<file path="config.mk">
export PLATFORM = sky130hd
export DESIGN_NAME = seq_stage_ctrl
export DESIGN_NICKNAME = d
export VERILOG_FILES = /design/src/rtl/y86_pkg.sv /design/src/rtl/seq_mem_wait.sv /design/src/rtl/seq_stage_ctrl.sv
export SDC_FILE = /design/constraint.sdc
export NUM_CORES = 1
export LEC_CHECK = 0
export CELL_PAD_IN_SITES_DETAIL_PLACEMENT = 0
export CELL_PAD_IN_SITES_GLOBAL_PLACEMENT = 2
export CORE_UTILIZATION = 30
export CTS_BUF_LIST = sky130_fd_sc_hd__clkbuf_2
export DETAILED_ROUTE_END_ITERATION = 7
export GPL_TIMING_DRIVEN = 0
export PLACE_DENSITY = 0.83
export SETUP_SLACK_MARGIN = 0.2
export SLEW_MARGIN = 20
export SYNTH_ARGS = -nofsm -noshare
export SYNTH_HDL_FRONTEND = slang
export SYNTH_SLANG_ARGS = --single-unit
</file>
<file path="constraint.sdc">
create_clock -name clk -period 2.5 [get_ports clk]
set_input_delay 0.625 -clock clk [delete_from_list [all_inputs] [get_ports clk]]
set_output_delay 0.625 -clock clk [all_outputs]
set_load 0.03 [all_outputs]
</file>
<file path="src/rtl/y86_pkg.sv">
// Shared Y86 definitions: instruction codes, status encodings and sequencer stages.
package y86_pkg;

   localparam logic [3:0] I_HALT   = 4'h0;
   localparam logic [3:0] I_NOP    = 4'h1;
   localparam logic [3:0] I_CMOV   = 4'h2;
   localparam logic [3:0] I_IRMOV  = 4'h3;
   localparam logic [3:0] I_RMMOV  = 4'h4;
   localparam logic [3:0] I_MRMOV  = 4'h5;
   localparam logic [3:0] I_OPQ    = 4'h6;
   localparam logic [3:0] I_JXX    = 4'h7;
   localparam logic [3:0] I_CALL   = 4'h8;
   localparam logic [3:0] I_RET    = 4'h9;
   localparam logic [3:0] I_PUSH   = 4'hA;
   localparam logic [3:0] I_POP    = 4'hB;

   localparam logic [2:0] STAT_AOK = 3'd1;
   localparam logic [2:0] STAT_HLT = 3'd2;
   localparam logic [2:0] STAT_ADR = 3'd3;
   localparam logic [2:0] STAT_INS = 3'd4;

   typedef enum logic [2:0] {
      ST_IDLE    = 3'd0,
      ST_FETCH   = 3'd1,
      ST_DECODE  = 3'd2,
      ST_EXECUTE = 3'd3,
      ST_MEMORY  = 3'd4,
      ST_WRBACK  = 3'd5,
      ST_PCUPD   = 3'd6,
      ST_HALT    = 3'd7
   } stage_e;

   // Instructions that need a data-memory access after EXECUTE
   function automatic logic uses_dmem(input logic [3:0] ic);
      return (ic == I_RMMOV) || (ic == I_MRMOV) || (ic == I_CALL) ||
             (ic == I_RET)   || (ic == I_PUSH)  || (ic == I_POP);
   endfunction

   // Of those, the ones that store to memory
   function automatic logic writes_dmem(input logic [3:0] ic);
      return (ic == I_RMMOV) || (ic == I_CALL) || (ic == I_PUSH);
   endfunction

endpackage

</file>
<file path="src/rtl/seq_mem_wait.sv">
// MEMORY-stage handshake resolver: counts wait cycles and decides completion or failure.
module seq_mem_wait
   import y86_pkg::*;
#(
   parameter int MEM_TIMEOUT = 16
)(
   input  logic clk,
   input  logic rst_n,
   input  logic active,
   input  logic dmem_ready,
   input  logic dmem_error,
   output logic done_ok,
   output logic done_fail
);

   localparam int TW = (MEM_TIMEOUT > 1) ? $clog2(MEM_TIMEOUT) : 1;
   localparam logic [TW-1:0] LAST = TW'(MEM_TIMEOUT - 1);

   logic [TW-1:0] wait_cnt;

   // Wait counter restarts at zero on every MEMORY entry and advances on each unready cycle
   always_ff @(posedge clk) begin
      if (!rst_n)
         wait_cnt <= '0;
      else if (!active)
         wait_cnt <= '0;
      else if (!dmem_ready)
         wait_cnt <= wait_cnt + 1'b1;
   end

   // A ready response always wins over a timeout landing in the same cycle
   assign done_ok   = active && dmem_ready && !dmem_error;
   assign done_fail = active && (dmem_ready ? dmem_error : (wait_cnt == LAST));

endmodule

</file>
<file path="src/rtl/seq_stage_ctrl.sv">
// Multi-cycle Y86 SEQ sequencer: one stage per clock, status tracking and retire/cycle counters.
module seq_stage_ctrl
   import y86_pkg::*;
#(
   parameter int CNT_W       = 32,
   parameter int MEM_TIMEOUT = 16
)(
   input  logic             clk,
   input  logic             rst_n,
   input  logic             start,
   input  logic [3:0]       icode,
   input  logic             instr_valid,
   input  logic             imem_ready,
   input  logic             imem_error,
   input  logic             dmem_ready,
   input  logic             dmem_error,
   output logic             fetch_en,
   output logic             decode_en,
   output logic             execute_en,
   output logic             wb_en,
   output logic             pc_en,
   output logic             set_cc,
   output logic             mem_req,
   output logic             mem_write,
   output logic [2:0]       stat,
   output logic             busy,
   output logic [CNT_W-1:0] retired_cnt,
   output logic [CNT_W-1:0] cycle_cnt
);

   stage_e     state, state_nx;
   logic [2:0] stat_nx;
   logic [3:0] icode_q;
   logic       mem_ok, mem_fail;

   seq_mem_wait #(.MEM_TIMEOUT(MEM_TIMEOUT)) u_mem_wait (
      .clk        (clk),
      .rst_n      (rst_n),
      .active     (state == ST_MEMORY),
      .dmem_ready (dmem_ready),
      .dmem_error (dmem_error),
      .done_ok    (mem_ok),
      .done_fail  (mem_fail)
   );

   // Stage sequencing and status resolution; errors and HLT all funnel into HALT
   always_comb begin
      state_nx = state;
      stat_nx  = stat;
      case (state)
         ST_IDLE:    if (start) state_nx = ST_FETCH;
         ST_FETCH: begin
            if (imem_ready) begin
               if (imem_error) begin
                  stat_nx  = STAT_ADR;
                  state_nx = ST_HALT;
               end else if (!instr_valid) begin
                  stat_nx  = STAT_INS;
                  state_nx = ST_HALT;
               end else if (icode == I_HALT) begin
                  stat_nx  = STAT_HLT;
                  state_nx = ST_HALT;
               end else begin
                  state_nx = ST_DECODE;
               end
            end
         end
         ST_DECODE:  state_nx = ST_EXECUTE;
         ST_EXECUTE: state_nx = uses_dmem(icode_q) ? ST_MEMORY : ST_WRBACK;
         ST_MEMORY: begin
            if (mem_ok) begin
               state_nx = ST_WRBACK;
            end else if (mem_fail) begin
               stat_nx  = STAT_ADR;
               state_nx = ST_HALT;
            end
         end
         ST_WRBACK:  state_nx = ST_PCUPD;
         ST_PCUPD:   state_nx = ST_FETCH;
         ST_HALT:    state_nx = ST_HALT;
         default:    state_nx = ST_IDLE;
      endcase
   end

   // Control state, status and counters; reset wins over any stage including a memory wait
   always_ff @(posedge clk) begin
      if (!rst_n) begin
         state       <= ST_IDLE;
         stat        <= STAT_AOK;
         retired_cnt <= '0;
         cycle_cnt   <= '0;
      end else begin
         state <= state_nx;
         stat  <= stat_nx;
         if (busy)
            cycle_cnt <= cycle_cnt + 1'b1;
         if (state == ST_PCUPD)
            retired_cnt <= retired_cnt + 1'b1;
      end
   end

   // Instruction code is captured once per instruction when FETCH hands off to DECODE
   always_ff @(posedge clk) begin
      if (state == ST_FETCH && state_nx == ST_DECODE)
         icode_q <= icode;
   end

   assign fetch_en   = (state == ST_FETCH);
   assign decode_en  = (state == ST_DECODE);
   assign execute_en = (state == ST_EXECUTE);
   assign wb_en      = (state == ST_WRBACK);
   assign pc_en      = (state == ST_PCUPD);
   assign set_cc     = (state == ST_EXECUTE) && (icode_q == I_OPQ);
   assign mem_req    = (state == ST_MEMORY);
   assign mem_write  = mem_req && writes_dmem(icode_q);
   assign busy       = (state != ST_IDLE) && (state != ST_HALT);

endmodule

</file>
==> results.md, run 1 <==
STA:
- The part of the cycle the worst path needs is 95.3%.
- The post-layout worst setup margin is 0.116 ns.
- Setup repair after global routing could not meet its margin everywhere.
- The worst slew margin relative to its limit is 60.8%.
- The count of final setup violators is 0.
- For the final database, setup skew stands at 0.0277 ns.
- In the final timing run, aggregate negative setup slack is 0 ns.
- The final number of hold-violating endpoints is 0.
- The final number of max-transition violations came to 0.
- Timing would allow up to around 420 MHz.
- The tightest hold margin is 0.484 ns.
- At the pin with the least slew margin, the transition time is 0.588 ns.
- The clock period could shrink to around 2.4 ns.

Placement:
- Detailed placement finished with a half-perimeter wire length of 7600 um.
- The placement-stage cell area is 0.00495 mm^2.
- Prior to clock tree synthesis, the placed netlist has a worst setup slack of -0.173 ns.
- The final weighted congestion in routability-driven placement is 0.777.
- Buffers placed on the I/O ports in this run total 87.

Synth:
- After synthesis, flip-flops and latches occupy 41.5% of the total area.
- Counting every net in the synthesized netlist gives 472.
- The synthesized flop and latch total is 78.
- After synthesis, the share of flip-flops with an asynchronous set or reset is 0%.
- The mapped cell area is ~0.0039 mm^2.
- The number of warning messages in the yosys log is 0.
- The number of distinct library cells after synthesis is 39.
- The number of cells produced by synthesis is 457.
- The mean area per synthesized cell is 8.44 um^2.
- The number of flops mapped to enable cells by yosys is 4.
- The flip-flop cell with the highest count after synthesis is sky130_fd_sc_hd__dfxtp_1.

Final layout:
- The layout net count is 586.
- The finished cells cover ~0.0053 mm^2.
- In the final layout, flip-flops and latches occupy 0.00162 mm^2.
- The number of antenna diodes is 0.
- The area taken by multi-input logic gates is 0.00219 mm^2.
- The number of inserted filler cells in the final layout is around 1300.
- In the final layout, the share of cells above drive strength 1 is around 13%.
- Relative to the synthesized area, the layout overhead comes to 36.8%.

Global route:
- Across every metal layer, demand over resource in global routing totals 17.1%.
- The met1 track utilization from global routing is 22.5%.
- The first global-routing pass estimated 17800 um of wire.
- The via count of the first global-routing pass is 3614.
- Global routing used 3.64% of the available met3 tracks.
- For this run, global-route usage on met2 was measured as 26.8%.
- The total overflow left after global routing is 0.
- met2 is the most crowded layer.
- Entering global routing, the biggest net connects 14 pins.
- The number of antenna violations at the first check in global routing is 0.

Clock network:
- TritonCTS built the clock tree.
- The number of H-tree branching levels is 3.
- Clock-pin slew was measured on the worst setup and hold paths at roughly 0.20 ns.
- After clock tree synthesis, the flow added hold-fix buffers numbering 0.
- The maximum clock path buffer count is 2.
- The root buffer cell is sky130_fd_sc_hd__clkbuf_2.
- The number of clock buffers added by TritonCTS is 9.
- The clock sink total is slightly below 80.
- The later pin in the worst-skew pair is clocked with a latency of 0.56 ns.

Floorplanning:
- The placeable core region is between 0.01 and 0.015 mm^2.
- Row generation in the floorplan step produced 41 rows.
- 88 I/O pins were placed.
- The initial standard-cell utilization of the core is 30.7%.
- The height of the die is 115 um.
- The die area is 0.0133 mm^2.
- The die boundary width is 115 um.

Run:
- The max-cap check violation count is 0.

Critical path:
- At the worst endpoint, the arrival time is 1.76 ns.
- The slowest stage of the critical path belongs to the cell sky130_fd_sc_hd__dfxtp_2.
- The delay contributed by the slowest stage of the critical path is 0.37 ns.
- The sort of element at the start of the critical path is a flip-flop.
- Among cell families on the critical path, the largest total delay comes from simple AND/OR/NAND/NOR gates.
- The endpoint identified for the worst register-to-register timing path is icode_q[0]$_DFFE_PP_.
- The critical path crosses 6 cells after its start point.
- Following the worst setup path forward leads to its endpoint at busy.
- In this design, the critical path's most frequently occurring cell is sky130_fd_sc_hd__buf_6.
- Traced cell by cell, the critical path runs through buf_6 -> or3_4 -> buf_8 -> nand2_4 -> inv_2 -> buf_6.
- The worst setup path is captured at a primary output.
- In this run the register-to-register setup slack is ~0.3 ns.
- The worst register-to-register path has a depth of 5.
- Counting both buffers and inverters, the worst setup path holds a total of 4.
- The startpoint of the worst register-to-register path is state[1]$_SDFF_PN0_.
- The required time of the critical path is ~1.9 ns.
- In this run the worst path has a maximum fanout of 4.
- The critical path in this run is classified as flip-flop to primary output.
- The timing startpoint of the critical path is state[1]$_SDFF_PN0_.

Routing:
- The via count of the routed design is 3801.
- The per-cell routed wire length is 14.3 um.
- Dividing the detail-routed via count by the number of cells gives between 5 and 6.
- The first routing iteration left 139 violations.
- The wire length reported by the detailed router is 10700 um.
- The post-route antenna net violation count is 0.
- Before antenna repair, the detailed router went through 6 iterations.
- For this run, design rule violations remaining after detail routing come to 0.

Power:
- The cell area power density is 498 mW/mm^2.
- The leakage component of the power is 0.00203 uW.
- Total power for the finished layout comes to 2620 uW.
- The worst-case IR drop observed on VDD is 0.000204 V.

Status:
- The run finished with clean final reports.

Worst hold path:
- The path class of the tightest hold or removal check is flip-flop to flip-flop.
==> metal layers <==
layer  up-vias  wire length (um)
met2        79              4900
li1       1935                 -
met3        12               468
met4         0               150
met1      1775              5180
met5         -                 0
==> sequential cells by signal, summed over array words and instances (netlist names) <==
register / flops
cycle_cnt: 32
icode_q: 4
retired_cnt: 32
stat: 3
state: 3
u_mem_wait.wait_cnt: 4
==> metrics by stage <==
stage | std cells | utilization [%]
finish | 748 | 42.0
detailed placement | 716 | 39.4
global route | 748 | 42.0
CTS | 742 | 41.0
floorplan | 457 | -
global placement | 716 | 39.4
==> repair_timing <==
action                                  in CTS  in global routing
pin swaps                                    4                  5
setup buffers                               10                  6
endpoints found under the setup margin      85                 19
resized for setup                          148                 26
==> cells in the final DEF, fill, tap and decap left out, types with 3 or more instances in the layout <==
master and count:
sky130_fd_sc_hd__dfxtp_1 69, sky130_fd_sc_hd__dlygate4sd2_1 67, sky130_fd_sc_hd__nand2_1 41, sky130_fd_sc_hd__a21oi_1 39, sky130_fd_sc_hd__or4_1 27, sky130_fd_sc_hd__nand3_1 24, sky130_fd_sc_hd__nor2_1 23, sky130_fd_sc_hd__o31ai_1 22
sky130_fd_sc_hd__nand4_1 18, sky130_fd_sc_hd__buf_4 16, sky130_fd_sc_hd__nor4_1 16, sky130_fd_sc_hd__o21ai_0 15, sky130_fd_sc_hd__clkbuf_1 14, sky130_fd_sc_hd__mux2i_1 14, sky130_fd_sc_hd__nand2b_1 13, sky130_fd_sc_hd__or3_1 12
sky130_fd_sc_hd__clkbuf_2 12, sky130_fd_sc_hd__xor2_1 11, sky130_fd_sc_hd__clkdlybuf4s50_1 11, sky130_fd_sc_hd__buf_6 10, sky130_fd_sc_hd__inv_1 10, sky130_fd_sc_hd__and4_1 9, sky130_fd_sc_hd__xnor2_1 9, sky130_fd_sc_hd__and3_1 7
sky130_fd_sc_hd__nor3_1 5, sky130_fd_sc_hd__nor2b_1 4, sky130_fd_sc_hd__buf_1 4, sky130_fd_sc_hd__edfxtp_1 4, sky130_fd_sc_hd__dfxtp_4 4, sky130_fd_sc_hd__buf_2 3, sky130_fd_sc_hd__ha_1 3
==> power by group <==
group | leakage (uW) | switching (uW) | internal (uW)
Combinational | 0.00131 | 267 | 228
Sequential | 0.000636 | 29.5 | 1290
Clock | 0.0000784 | 476 | 340
Total | 0.00203 | 772 | 1850
==> tightest hold or removal path, cell delays in order, from the launching register on <==
cell and delay, ns:
sky130_fd_sc_hd__dfxtp_1 0.36, sky130_fd_sc_hd__nand2_1 0.05, sky130_fd_sc_hd__o21ai_0 0.06
==> kinds of logic after synthesis <==
kind of cell,Yosys count,share of synthesized area (%)
xor gates and xnor gates,20,4.54
and+or+nand+nor,222,33.0
AOI/OAI and AO/OA,81,12.3
adders and majority gates,3,0.974
buffers and inverters,39,3.96
muxes,14,3.64
DFF,78,41.5
==> synth_stat cells, types with 2 or more instances <==
library cell	n	area share [%]
sky130_fd_sc_hd__and2_1	3	0.49
sky130_fd_sc_hd__ha_1	3	0.97
sky130_fd_sc_hd__buf_2	4	0.52
sky130_fd_sc_hd__o31ai_1	22	4.3
sky130_fd_sc_hd__a21oi_1	39	5.1
sky130_fd_sc_hd__nor4_1	16	2.6
sky130_fd_sc_hd__and3_1	7	1.1
sky130_fd_sc_hd__nand2b_1	15	2.4
sky130_fd_sc_hd__nand4_1	18	2.9
sky130_fd_sc_hd__nor2_1	25	2.4
sky130_fd_sc_hd__or3_1	13	2.1
sky130_fd_sc_hd__buf_1	4	0.39
sky130_fd_sc_hd__mux2i_1	14	3.6
sky130_fd_sc_hd__and4_1	9	2.0
sky130_fd_sc_hd__nand3_1	26	3.4
sky130_fd_sc_hd__nand2_1	42	4.1
sky130_fd_sc_hd__nor3b_1	3	0.58
sky130_fd_sc_hd__xnor2_1	9	2.0
sky130_fd_sc_hd__xor2_1	11	2.5
sky130_fd_sc_hd__or4_1	27	5.3
sky130_fd_sc_hd__dfxtp_1	74	38
sky130_fd_sc_hd__o31a_1	2	0.45
sky130_fd_sc_hd__nor4b_1	3	0.68
sky130_fd_sc_hd__nor2b_1	4	0.65
sky130_fd_sc_hd__nor3_1	6	0.78
sky130_fd_sc_hd__clkbuf_1	17	1.7
sky130_fd_sc_hd__o21ai_0	15	1.9
sky130_fd_sc_hd__inv_1	12	1.2
sky130_fd_sc_hd__edfxtp_1	4	3.1
==> worst min-delay path by stage <==
stage | from | to | slack [ns] | depth (start not counted)
floorplan | u_mem_wait.wait_cnt[3]$_SDFFE_PN0N_ | u_mem_wait.wait_cnt[3]$_SDFFE_PN0N_ | 0.48 | 2
global placement | retired_cnt[31]$_SDFFE_PN0P_ | retired_cnt[31]$_SDFFE_PN0P_ | 0.46 | 2
detailed placement | retired_cnt[31]$_SDFFE_PN0P_ | retired_cnt[31]$_SDFFE_PN0P_ | 0.47 | 2
CTS | retired_cnt[31]$_SDFFE_PN0P_ | retired_cnt[31]$_SDFFE_PN0P_ | 0.49 | 2
global route | cycle_cnt[31]$_SDFFE_PN0P_ | cycle_cnt[31]$_SDFFE_PN0P_ | 0.52 | 2
finish | stat[2]$_SDFFE_PN0P_ | stat[2]$_SDFFE_PN0P_ | 0.48 | 2
==> layout make-up <==
cell class | instances | area share [%]
Buffer | 26 | 2.52
Sequential cell | 78 | 30.7
Multi-Input combinational cell | 340 | 41.5
Timing Repair Buffer | 103 | 17.6
Tap cell | 172 | 4.08
Clock buffer | 11 | 1.04
Inverter | 13 | 1.02
Clock inverter | 5 | 1.59
(Power assumes the default switching activity.)
==> run 2, diff against run 1 <==
CORE_UTILIZATION = 27   (was 30)
PLACE_DENSITY = 0.79   (was 0.83)
clock period = 2.06 ns   (was 2.5 ns; I/O delays follow)
==> results.md, run 2 (synthesis results as in run 1) <==
STA:
- The aggregate negative setup slack is -2.50 ns (-2.50 ns).
- The measured slew at the worst slew-check pin is 0.815 ns (+0.226 ns).
- The tightest hold margin came to 0.487 ns (+0.00357 ns).
- The final number of hold-violating endpoints is 0 (unchanged).
- Setup repair after global routing could not meet its margin everywhere.
- The post-layout worst setup margin is -0.249 ns (-0.365 ns).
- The time the final worst path needs with I/O delays and setup is around 2.3 ns.
- The part of the cycle the worst path needs is 112%.
- The worst slew margin relative to its limit is 45.7% (-15 points).
- The highest attainable clock frequency is 433 MHz.
- The count of final setup violators is 13 (+13).
- The final number of max-transition violations was 0 (unchanged).
- The post-route clock skew is 0.0243 ns (-0.00344 ns).

Final layout:
- The layout net count is 626 (+6.8%).
- The share of the core filled with cells in the final layout was 44.1% (+2.1 points).
- The largest registers in the layout are cycle_cnt: 32 flops, retired_cnt: 32 flops.
- The number of antenna diodes is 0 (unchanged).
- The most common cell after layout, fill and taps aside is sky130_fd_sc_hd__buf_2.
- From synthesis to final layout, the design area changed by 58.7%.
- The fraction of final layout cells with drive strength greater than 1 came to 49.7% (+37 points).
- The library cells used most frequently in the layout, excluding fill and tap cells, are sky130_fd_sc_hd__buf_2 (46), sky130_fd_sc_hd__nand2_1 (40), sky130_fd_sc_hd__buf_4 (39).

Critical path:
- The signal on the critical path passes through buf_6 -> or3b_4 -> buf_4 -> inv_4 -> buf_6.
- The startpoint of the worst register-to-register path is state[1]$_SDFF_PN0_.
- The number of buffers and inverters on the critical path came to 4 (unchanged).
- The largest individual stage delay along the critical path comes from the cell sky130_fd_sc_hd__or3b_4.
- The cell type with the highest occurrence count on the critical path is sky130_fd_sc_hd__buf_6.
- In this run the worst setup path terminates at mem_req.
- The critical path depth in cells was 5 (-1).
- The critical path is of the flip-flop to primary output type.
- The endpoint of the worst register-to-register path is icode_q[0]$_DFFE_PP_.
- Grouping stages by cell kind, the critical path spends the most delay in buffers and inverters.
- The register-to-register path setup slack is -0.24 ns (-0.54 ns).
- The timing startpoint of the critical path is state[1]$_SDFF_PN0_.
- The sort of element at the end of the critical path is a primary output.
- The sort of element at the start of the critical path is a flip-flop.
- The worst reg2reg path depth is 9 (+4).
- The required time of the critical path is 1.54 ns (-0.34 ns).
- The endpoint arrival time on the critical path came to 1.79 ns (+0.03 ns).
- The peak fanout along the critical path is 3 (-1).
- The delay contributed by the slowest stage of the critical path was 0.40 ns (+0.03 ns).

Clock network:
- In this run the clock root is driven by a sky130_fd_sc_hd__clkbuf_2.
- The clock sink total came to 78 (unchanged).
- The clock latency on the worst-skew pair is 0.57 ns (about the same).
- The clock slew seen by the registers of the worst setup and hold paths is 0.20 ns (about the same).
- The maximum clock path buffer count was 2 (unchanged).
- The clock buffer count from CTS came to 9 (unchanged).
- The number of H-tree branching levels came to 3 (unchanged).
- The number of hold-repair buffers added at the cts stage is 0 (unchanged).
- TritonCTS built the clock tree.

Global route:
- The all-layer global routing usage is 16.6% (-0.50 points).
- met2 is the most crowded layer.
- The via count of the first global-routing pass is 3769 (+4.3%).
- The pin count of the biggest net entering global routing is 13 (-1).
- The global-route met3 utilization was 2.87% (-0.77 points).
- The number of antenna violations at the first check in global routing is 0 (unchanged).
- The total grt overflow came to 0 (unchanged).
- The wire length of the first global-routing pass came to 19100 um (+7.5%).
- The met1 track utilization from global routing was 22.3% (-0.28 points).
- The global routing met2 resource utilization is 25.6% (-1.2 points).

Routing:
- The detailed-routing iteration count for the pre-antenna-repair pass was 4 (-2).
- The post-route antenna net violation count came to 0 (unchanged).
- The wire length reported by the detailed router is 12300 um (+15%).
- The via count normalized by instance count is 5.14 (+1.1%).
- The DRC violation count after routing is 0 (unchanged).
- The number of violations reported at the end of detailed-routing iteration 0 is 147 (+5.8%).
- The via count of the routed design came to 4088 (+7.6%).
- The per-cell routed wire length is 15.5 um (+8.4%).

Floorplanning:
- The placeable core region is 0.0139 mm^2 (+10%).
- The height of the die came to 121 um (+5.3%).
- The top-level port count came to 88 (unchanged).
- The die boundary width was 121 um (+5.3%).
- The cell row count is 43 (+4.9%).
- The initial standard-cell utilization of the core is 27.8% (-2.9 points).
- The die area is 0.0148 mm^2 (+11%).

Power:
- The fraction of power consumed by sequential logic is 52.3% (+2.2 points).
- The switching power of the nets is 958 uW (+24%).
- The combinational power share is 24.0% (+5.2 points).
- The switching share of power is 31.9% (+2.4 points).
- The cell internal power dissipation was 2050 uW (+11%).
- The leakage component of the power is 0.00227 uW (+12%).
- The cell area power density is 491 mW/mm^2 (-1.3%).
- The maximum ir drop on the vdd rail was 0.000244 V (+20%).
- The clock share of power came to 23.7% (-7.4 points).

Run:
- The max-cap check violation count was 0 (unchanged).

Status:
- The checks that failed: setup timing.
- The flow ran to the end, but the final reports show violations.

Placement:
- The final weighted congestion in routability-driven placement is 0.768 (-1.1%).
- The placed wire-length estimate came to 8000 um (+5.3%).
- The number of input and output port buffers inserted came to 87 (unchanged).

Worst hold path:
- The worst hold path belongs to the class flip-flop to flip-flop.
## run 2: cell types whose count changed in the layout (fill, tap and decap cells not counted), moves of 20 or more
| cell | before | now |
|---|---|---|
| sky130_fd_sc_hd__dlygate4sd2_1 | 67 | 0 |
| sky130_fd_sc_hd__dfxtp_1 | 69 | 9 |
| sky130_fd_sc_hd__buf_2 | 3 | 46 |
| sky130_fd_sc_hd__dfxtp_4 | 4 | 35 |
| sky130_fd_sc_hd__dfxtp_2 | 1 | 30 |
| sky130_fd_sc_hd__buf_4 | 16 | 39 |
| sky130_fd_sc_hd__buf_6 | 10 | 30 |
## run 2: worst min-delay path: cells and delay by family (launching register included)
kind	cells	cell delay, ns
muxes	1	0.05
and+or+nand+nor	1	0.05
DFF	1	0.36
## run 2: through the flow
step | instances | setup WS (ns) | cell area [um^2] | total power [uW]
5_1_grt | 796 | -0.343 | 6120 | 3160
2_1_floorplan | 457 | 0.198 | 4030 | 1920
4_1_cts | 772 | -0.306 | 5690 | 2980
3_3_place_gp | 724 | -0.487 | 5120 | 2100
3_5_place_dp | 724 | -0.491 | 5120 | 2100
6_report | 796 | -0.249 | 6120 | 3010
## run 2: routing by layer
metal / routed length [um] / up-vias / part of all wire, %
met5: 0 / - / 0
met4: 206 / 0 / 1.7
met3: 434 / 13 / 3.5
met2: 5920 / 78 / 48
met1: 5770 / 1977 / 47
li1: - / 2020 / -
## run 2: cell type report
| cell class | instances | area, um^2 |
|---|---|---|
| sequential | 78 | 1770 |
| inverter | 13 | 56.3 |
| clock buffer | 13 | 65.1 |
| multi-input combinational | 340 | 2600 |
| buffer | 26 | 223 |
| fill | 1385 | 7760 |
| clock inverter | 3 | 13.8 |
| tap | 180 | 225 |
| timing repair buffer | 143 | 1170 |
## run 2: power groups by stage
stage / registers [uW] / logic [uW] / clock network, uW
after floorplan: 1660 / 261 / 0
after global placement: 1630 / 466 / 0
after detailed placement: 1640 / 467 / 0
after CTS: 1580 / 645 / 752
after global routing: 1580 / 776 / 808
final: 1570 / 721 / 712
## run 2: worst min path at each step
stage                                             start                                   to  slack (ns)  cells after the start
finish                       cycle_cnt[31]$_SDFFE_PN0P_           cycle_cnt[31]$_SDFFE_PN0P_        0.49                      2
global route                                   icode[1]                 icode_q[1]$_DFFE_PP_        0.47                      1
floorplan           u_mem_wait.wait_cnt[3]$_SDFFE_PN0N_  u_mem_wait.wait_cnt[3]$_SDFFE_PN0N_        0.48                      2
detailed placement                 stat[2]$_SDFFE_PN0P_                 stat[2]$_SDFFE_PN0P_        0.47                      2
global placement             cycle_cnt[31]$_SDFFE_PN0P_           cycle_cnt[31]$_SDFFE_PN0P_        0.46                      2
CTS                                            icode[1]                 icode_q[1]$_DFFE_PP_        0.46                      1
## run 2: timing repair
item	4_1_cts	5_1_grt
setup buffers	29	24
cloned	3	0
pin swaps	31	27
endpoints found under the setup margin	122	78
resized for setup	442	136
